[src/rtl/mac_requant.sv]
// Requantisation stage behind the MAC: round-half-up, arithmetic right shift and
// clamp of a wide accumulator into a narrow sample, as a two-stage elastic pipeline.
module mac_requant #(
    parameter int InWidth    = 48,
    parameter int OutWidth   = 8,
    parameter int OutSigned  = 0,
    parameter int ShiftWidth = 6
) (
    input  logic                  clk_i,
    input  logic                  reset_ni,
    input  logic                  valid_i,
    input  logic [InWidth-1:0]    acc_i,
    input  logic [ShiftWidth-1:0] shift_i,
    output logic                  ready_o,
    output logic                  valid_o,
    output logic [OutWidth-1:0]   data_o,
    output logic                  sat_o,
    input  logic                  ready_i,
    input  logic                  clear_i,
    output logic [15:0]           sat_count_o
);

    // One guard bit above the accumulator so adding the rounding term can never wrap.
    localparam int RoundWidth = InWidth + 1;
    localparam int MaxShift   = InWidth - 1;

    localparam logic signed [RoundWidth-1:0] MaxVal = (OutSigned != 0) ?
        RoundWidth'((64'd1 << (OutWidth - 1)) - 64'd1) :
        RoundWidth'((64'd1 << OutWidth) - 64'd1);
    localparam logic signed [RoundWidth-1:0] MinVal = (OutSigned != 0) ?
        RoundWidth'(64'hFFFF_FFFF_FFFF_FFFF << (OutWidth - 1)) :
        RoundWidth'(64'd0);
    localparam logic [15:0] CountMax = 16'hFFFF;

    // Half-LSB of the post-shift result; zero when no shift is applied.
    function automatic logic [RoundWidth-1:0] round_term(input logic [ShiftWidth-1:0] sh);
        logic [RoundWidth-1:0] one;
        one = {{(RoundWidth-1){1'b0}}, 1'b1};
        if (sh != {ShiftWidth{1'b0}}) begin
            round_term = one << (sh - {{(ShiftWidth-1){1'b0}}, 1'b1});
        end else begin
            round_term = {RoundWidth{1'b0}};
        end
    endfunction

    // Returns {clipped, value} after clamping q into the output range.
    function automatic logic [OutWidth:0] saturate(input logic signed [RoundWidth-1:0] q);
        if (q > MaxVal) begin
            saturate = {1'b1, MaxVal[OutWidth-1:0]};
        end else if (q < MinVal) begin
            saturate = {1'b1, MinVal[OutWidth-1:0]};
        end else begin
            saturate = {1'b0, q[OutWidth-1:0]};
        end
    endfunction

    logic                         s1_valid_r;
    logic signed [RoundWidth-1:0] s1_acc_r;
    logic [ShiftWidth-1:0]        s1_shift_r;
    logic                         s2_valid_r;
    logic [OutWidth-1:0]          s2_data_r;
    logic                         s2_sat_r;
    logic [15:0]                  sat_count_r;

    logic                         in_xfer_s;
    logic                         out_xfer_s;
    logic                         s1_adv_s;
    logic [ShiftWidth-1:0]        shift_clamp_s;
    logic signed [RoundWidth-1:0] rounded_s;
    logic signed [RoundWidth-1:0] shifted_s;
    logic [OutWidth:0]            clamp_s;

    assign ready_o     = !s1_valid_r || !s2_valid_r || ready_i;
    assign in_xfer_s   = valid_i && ready_o;
    assign out_xfer_s  = s2_valid_r && ready_i;
    assign s1_adv_s    = s1_valid_r && (!s2_valid_r || ready_i);

    assign valid_o     = s2_valid_r;
    assign data_o      = s2_data_r;
    assign sat_o       = s2_sat_r;
    assign sat_count_o = sat_count_r;

    // Clamp the shift amount to the widest meaningful right shift.
    always_comb begin
        shift_clamp_s = shift_i;
        if (32'(shift_i) > 32'(MaxShift)) begin
            shift_clamp_s = ShiftWidth'(MaxShift);
        end else begin
            shift_clamp_s = shift_i;
        end
    end

    // Sign-extend and add the rounding term ahead of the shift.
    always_comb begin
        rounded_s = $signed({acc_i[InWidth-1], acc_i} + round_term(shift_clamp_s));
    end

    // Arithmetic shift and clamp of the stage-1 value.
    always_comb begin
        shifted_s = s1_acc_r >>> s1_shift_r;
        clamp_s   = saturate(shifted_s);
    end

    // Stage 1: rounded accumulator and its shift amount.
    always_ff @(posedge clk_i or negedge reset_ni) begin
        if (!reset_ni) begin
            s1_valid_r <= 1'b0;
            s1_acc_r   <= '0;
            s1_shift_r <= '0;
        end else if (in_xfer_s) begin
            s1_valid_r <= 1'b1;
            s1_acc_r   <= rounded_s;
            s1_shift_r <= shift_clamp_s;
        end else if (s1_adv_s) begin
            s1_valid_r <= 1'b0;
        end else begin
            s1_valid_r <= s1_valid_r;
        end
    end

    // Stage 2: saturated output sample, held while downstream stalls.
    always_ff @(posedge clk_i or negedge reset_ni) begin
        if (!reset_ni) begin
            s2_valid_r <= 1'b0;
            s2_data_r  <= '0;
            s2_sat_r   <= 1'b0;
        end else if (s1_adv_s) begin
            s2_valid_r <= 1'b1;
            s2_data_r  <= clamp_s[OutWidth-1:0];
            s2_sat_r   <= clamp_s[OutWidth];
        end else if (out_xfer_s) begin
            s2_valid_r <= 1'b0;
        end else begin
            s2_valid_r <= s2_valid_r;
        end
    end

    // Sticky count of clipped beats delivered downstream; clear wins over increment.
    always_ff @(posedge clk_i or negedge reset_ni) begin
        if (!reset_ni) begin
            sat_count_r <= 16'h0000;
        end else if (clear_i) begin
            sat_count_r <= 16'h0000;
        end else if (out_xfer_s && s2_sat_r && (sat_count_r != CountMax)) begin
            sat_count_r <= sat_count_r + 16'h0001;
        end else begin
            sat_count_r <= sat_count_r;
        end
    end

endmodule

[config.mk]
export PLATFORM = sky130hd
export DESIGN_NAME = mac_requant
export DESIGN_NICKNAME = d
export VERILOG_FILES = /design/src/rtl/mac_requant.sv
export SDC_FILE = /design/constraint.sdc
export NUM_CORES = 1
export LEC_CHECK = 0
export BUFFER_PORTS_ARGS = -buffer_cell sky130_fd_sc_hd__clkbuf_2
export CORE_MARGIN = 3
export CORE_UTILIZATION = 60
export DETAILED_ROUTE_END_ITERATION = 12
export GPL_TIMING_DRIVEN = 1
export PLACE_DENSITY_LB_ADDON = 0.15
export SLEW_MARGIN = 20
export SYNTH_ARGS = -nofsm -noshare
export SYNTH_HDL_FRONTEND = slang
export SYNTH_SLANG_ARGS = --single-unit
[constraint.sdc]
create_clock -name clk_i -period 3.6 [get_ports clk_i]
set_input_delay 0.72 -clock clk_i [delete_from_list [all_inputs] [get_ports clk_i]]
set_output_delay 0.72 -clock clk_i [all_outputs]
set_load 0.01 [all_outputs]
# After elaboration in Yosys (flattened, before gate mapping)
# Index checks and enable logic that the tools add are counted.
[word_totals]
ff_bits = 82
[classes]
addsub = 3
order_cmp = 3
n_eq_ne = 1
n_shift = 2
mux = 10
reduce_logical = 14
[ops]
columns = ["cell", "count"]
rows = [
  ["$add 49x49->49", 1],
  ["$gt 49x9->1 const B", 1],
  ["$lt 49x1->1 const B", 1],
  ["$mux 49", 1],
  ["$shl 1x6->49 const A", 1],
  ["$sshr 49x6->49", 1],
  ["$mux 16", 2],
  ["$mux 9", 2],
  ["$add 16x1->16 const B", 1],
  ["$ne 16x16->1 const B", 1],
  ["$gt 6x6->1 const B", 1],
  ["$mux 6", 1],
  ["$reduce_bool 2->1", 3],
  ["$reduce_bool 6->1", 1],
  ["$sub 6x1->6 const B", 1],
  ["$logic_and 1x1->1", 5],
  ["$mux 1", 4],
  ["$logic_or 1x1->1", 3],
  ["$logic_not 1->1", 2],
]

# Depth between registers and ports, before layout
[logic_depth]
depth_word = 6
mapped_depth = 16
ltp_nobuf = 14

# Least setup slack after synthesis
# OpenSTA, ideal clock, no wires.
[synth_timing]
kind = "in2reg"
startpoint = "input shift_i[5]"
endpoint = "register s1_acc_r[48]"
arrival_ps = 3917
t_required_ps = 3496
path_slack_ps = -421
path_stages = 16
n_path_buf = 3
cell_sequence = "clkbuf_1 or2_2 clkbuf_1 clkbuf_1 nor2_1 ha_1 fa_1 a211oi_1 o211ai_1 a211oi_1 o21ai_0 a31oi_1 o21ai_0 a31oi_1 nor3_1 a221oi_1"
[synth_between]
elab_chain_len = 6
elab_cells_between_ends = 7
classes_between = "add/sub (2); order compare (1); shift (1); mux (2); reduce/logical (1)"
[synth_lines]
columns = ["element", "line", "source"]
rows = [
  ["from (decl)", "13", "input logic [ShiftWidth-1:0] shift_i,"],
  ["$gt 6x6->1", "86", "if (32'(shift_i) > 32'(MaxShift)) begin"],
  ["$mux 6 (*)", "86", ""],
  ["$sub 6x1->6", "40", "round_term = one << (sh - {{(ShiftWidth-1){1'b0}}, 1'b1});"],
  ["$shl 1x6->49", "40", ""],
  ["$mux 49 (*)", "39", "if (sh != {ShiftWidth{1'b0}}) begin"],
  ["$add 49x49->49 (*)", "95", "rounded_s = $signed({acc_i[InWidth-1], acc_i} + round_term(shift_clamp_s));"],
  ["to (signal assigned)", "112", "s1_acc_r <= rounded_s;"],
  ["to (decl)", "58", "logic signed [RoundWidth-1:0] s1_acc_r;"],
]
# Mark *: on every way between the ends. The rest lies on a longest branch, timed or not.
# A chain may end at the register's enable or synchronous reset.

# Final worst setup path
[layout_timing]
startpoint = "input shift_i[5]"
endpoint = "register s1_acc_r[45]"
# Same word-level chain as after synthesis.

==> impl_metrics.tcl <==
set metrics [dict create \
    yosysWarnings 0 \
    clk_path_buf_depth 2 \
    finalCritPeriodShare 0.944 \
    clk_pin_slew_ps 60 \
    clock_sinks 82 \
    netlist_top_cells_count "148 x nand2_1, 131 x nor2_1, 98 x a21oi_1" \
    fill_cells 1240 \
    die_area_mm2 0.0174 \
    syn_area_mm2 0.00949 \
    multi_input_area_mm2 0.00700 \
    firstDrtPassIters 7 \
    startpoint_type "input port" \
    yosys_register_bits 82 \
    drive_gt1_frac 0.244 \
    cts.root.buffer_cell "clkbuf_16" \
    p_leak_nw 5.06 \
    drtAntennaViolNets 0 \
    max_freq_mhz 294 \
    grt_start_max_net_pins 63 \
    numCtsBuffers 9 \
    synth.most_common_cell "nand2_1" \
    syn_to_final_growth_pct 18.0 \
    hold_violations 0 \
    drt_wl_total_mm 29.1 \
    synth-main-ff-cell "dfrtp_1" \
    place_inst 1515 \
    die_x_um 132 \
    grt-ovfl-total 0 \
    route.detailed.drc 0 \
    ir_drop_uv 280 \
    hold_path_class "in2async" \
    final_cell_count_no_fill 1532 \
    critPathRequiredTime_ps 3880 \
    port_buffers 85 \
    maxCapViolations 0 \
    clk_latency_ps 340 \
    wire_per_inst_um 19.0 \
    cts_tree "built" \
    cp_data_arrival_time_ps 3680 \
    status "completed" \
    yosysTopAreaCellShare 0.216 \
    finalClockSkew_ps 7.48 \
    synth_edf_count 0 \
    period_minus_slack_ps 3400 \
    path_class "in2reg" \
    grt_pass1_vias 9220 \
    ys_seq_area_frac 0.216 \
    core_region_area_mm2 0.0153 \
    dr_total_vias 9885 \
    drtIter0Drc 1067 \
    end_kind "flip-flop" \
    synth_cell_types 79 \
    rsz0062_at_grt "no" \
    viasPerCell 6.45 \
    io-pin-count 86 \
    ctsHtreeMaxLevel 3 \
    drv_slew 0 \
    syn_inst 1164 \
    synth-async-reset-ratio 1.00 \
    die_y_um 132 \
    fin_util 0.731 \
    fin_setup_tns_ps 0 \
    dp.final_hpwl_mm 23.2 \
    grt_first_pass_wirelength_mm 47.4 \
    nNetsFinal 1425 \
    syn_area_per_cell_um2 8.15 \
    path_max_fanout 15 \
    power_density_mw_per_mm2 358 \
    finalSetupViolations 0 \
    worst_slew_margin_rel 0.484 \
    antennaDiodeCount 0 \
    regArea_mm2 0.00206 \
    grt_usage 0.332 \
    tightest_slew_ps 775 \
    rrSetupSlack_ps 360 \
    start_util 0.620 \
    yosys.area.top_type "dfrtp_1" \
    antenna_found_initial 0 \
    gp_congestion 0.967 \
    synth_fp_nets 1273 \
    synthTopCellsByArea "dfrtp_1 22%, mux4_2 11%, ha_1 6.5%, nand2_1 5.9%, nor2_1 5.2%" \
    rows 45 \
]
-- logic make-up after synthesis --
family          Yosys count  synth area share
mux                      97             0.173
simple gates            414             0.195
buf+inv                 105            0.0535
compound gates          360             0.244
xor+xnor                 55            0.0508
fa+ha+maj                50            0.0667
flops                    82             0.216
other cells               1          0.000395
-- worst max-delay path: stages --
cell and delay [ps]:
clkbuf_2 90, or2_2 420, nor2_1 180, ha_1 270
a21o_1 180, a21oi_1 270, a211oi_2 140, o21ai_2 190
o211ai_1 120, buf_4 170, a2111oi_2 440, nor2_1 140
a211o_1 280, nand3_1 60
-- final timing paths --
check | cells after the start | startpoint | endpoint
setup / recovery | 14 | shift_i[5] | s1_acc_r[45]
hold / removal | 1 | reset_ni | sat_count_o[6]
setup reg to reg | 10 | s1_shift_r[1] | data_o[0]
hold reg to reg | 1 | data_o[3] | data_o[3]
max in group asynchronous | 2 | reset_ni | data_o[7]
min in group clk_i | 1 | data_o[3] | data_o[3]
-- cells in the final DEF (no fill, tap or decap), types with 26 or more instances in the layout --
master	netlist	layout
nor2_1	131	131
dfrtp_1	82	80
mux4_2	46	46
o21ai_0	80	76
xnor2_1	29	29
ha_1	49	49
nand2_1	148	147
xor2_1	26	26
nand3_1	27	27
a21oi_1	98	95
clkbuf_2	0	84
mux2i_1	31	31
buf_4	3	137
-- stage by stage --
step	setup slack [ps]	area [um^2]	hold WS (ps)	power, W
finish	201	11200	442	0.00401
global route	2.20	11200	516	0.00423
CTS	209	11200	471	0.00396
detailed placement	-136	10900	501	0.00303
global placement	-72.1	10900	466	0.00300
floorplan	14.4	9570	424	0.00249
-- flip-flops by register name (all words and copies together) (netlist names) --
register	count
sat_o	1
data_o	8
s1_acc_r	49
sat_count_o	16
s1_valid_r	1
s1_shift_r	6
valid_o	1
-- layer usage --
| metal | vias to the layer above | share of wire | track usage |
|---|---|---|---|
| met2 | 499 | 0.46 | 0.530 |
| met3 | 71 | 0.078 | 0.0454 |
| met5 | - | 0 | 0 |
| met1 | 4650 | 0.43 | 0.471 |
| met4 | 0 | 0.032 | 0.110 |
| li1 | 4665 | - | - |
-- cell type report --
| type | count | area share |
|---|---|---|
| multi-input combinational | 977 | 0.625 |
| clock buffer | 11 | 0.0217 |
| tap | 211 | 0.0236 |
| clock inverter | 5 | 0.00548 |
| timing repair buffer | 223 | 0.133 |
| sequential | 82 | 0.184 |
| inverter | 23 | 0.00771 |
-- where the power goes --
part	total, W	leakage (nW)	internal (W)	switching (W)
clock	0.000936	0.150	0.000560	0.000377
sequential	0.00128	1.01	0.00104	0.000238
combinational	0.00180	3.89	0.000838	0.000958
total	0.00401	5.06	0.00244	0.00157
-- timing repair --
item / in CTS / in global routing
hold buffers: 0 / 0
resized for setup: 0 / 5
setup buffers: 0 / 1
endpoints found under the setup margin: 0 / 13
(Power assumes the default switching activity.)
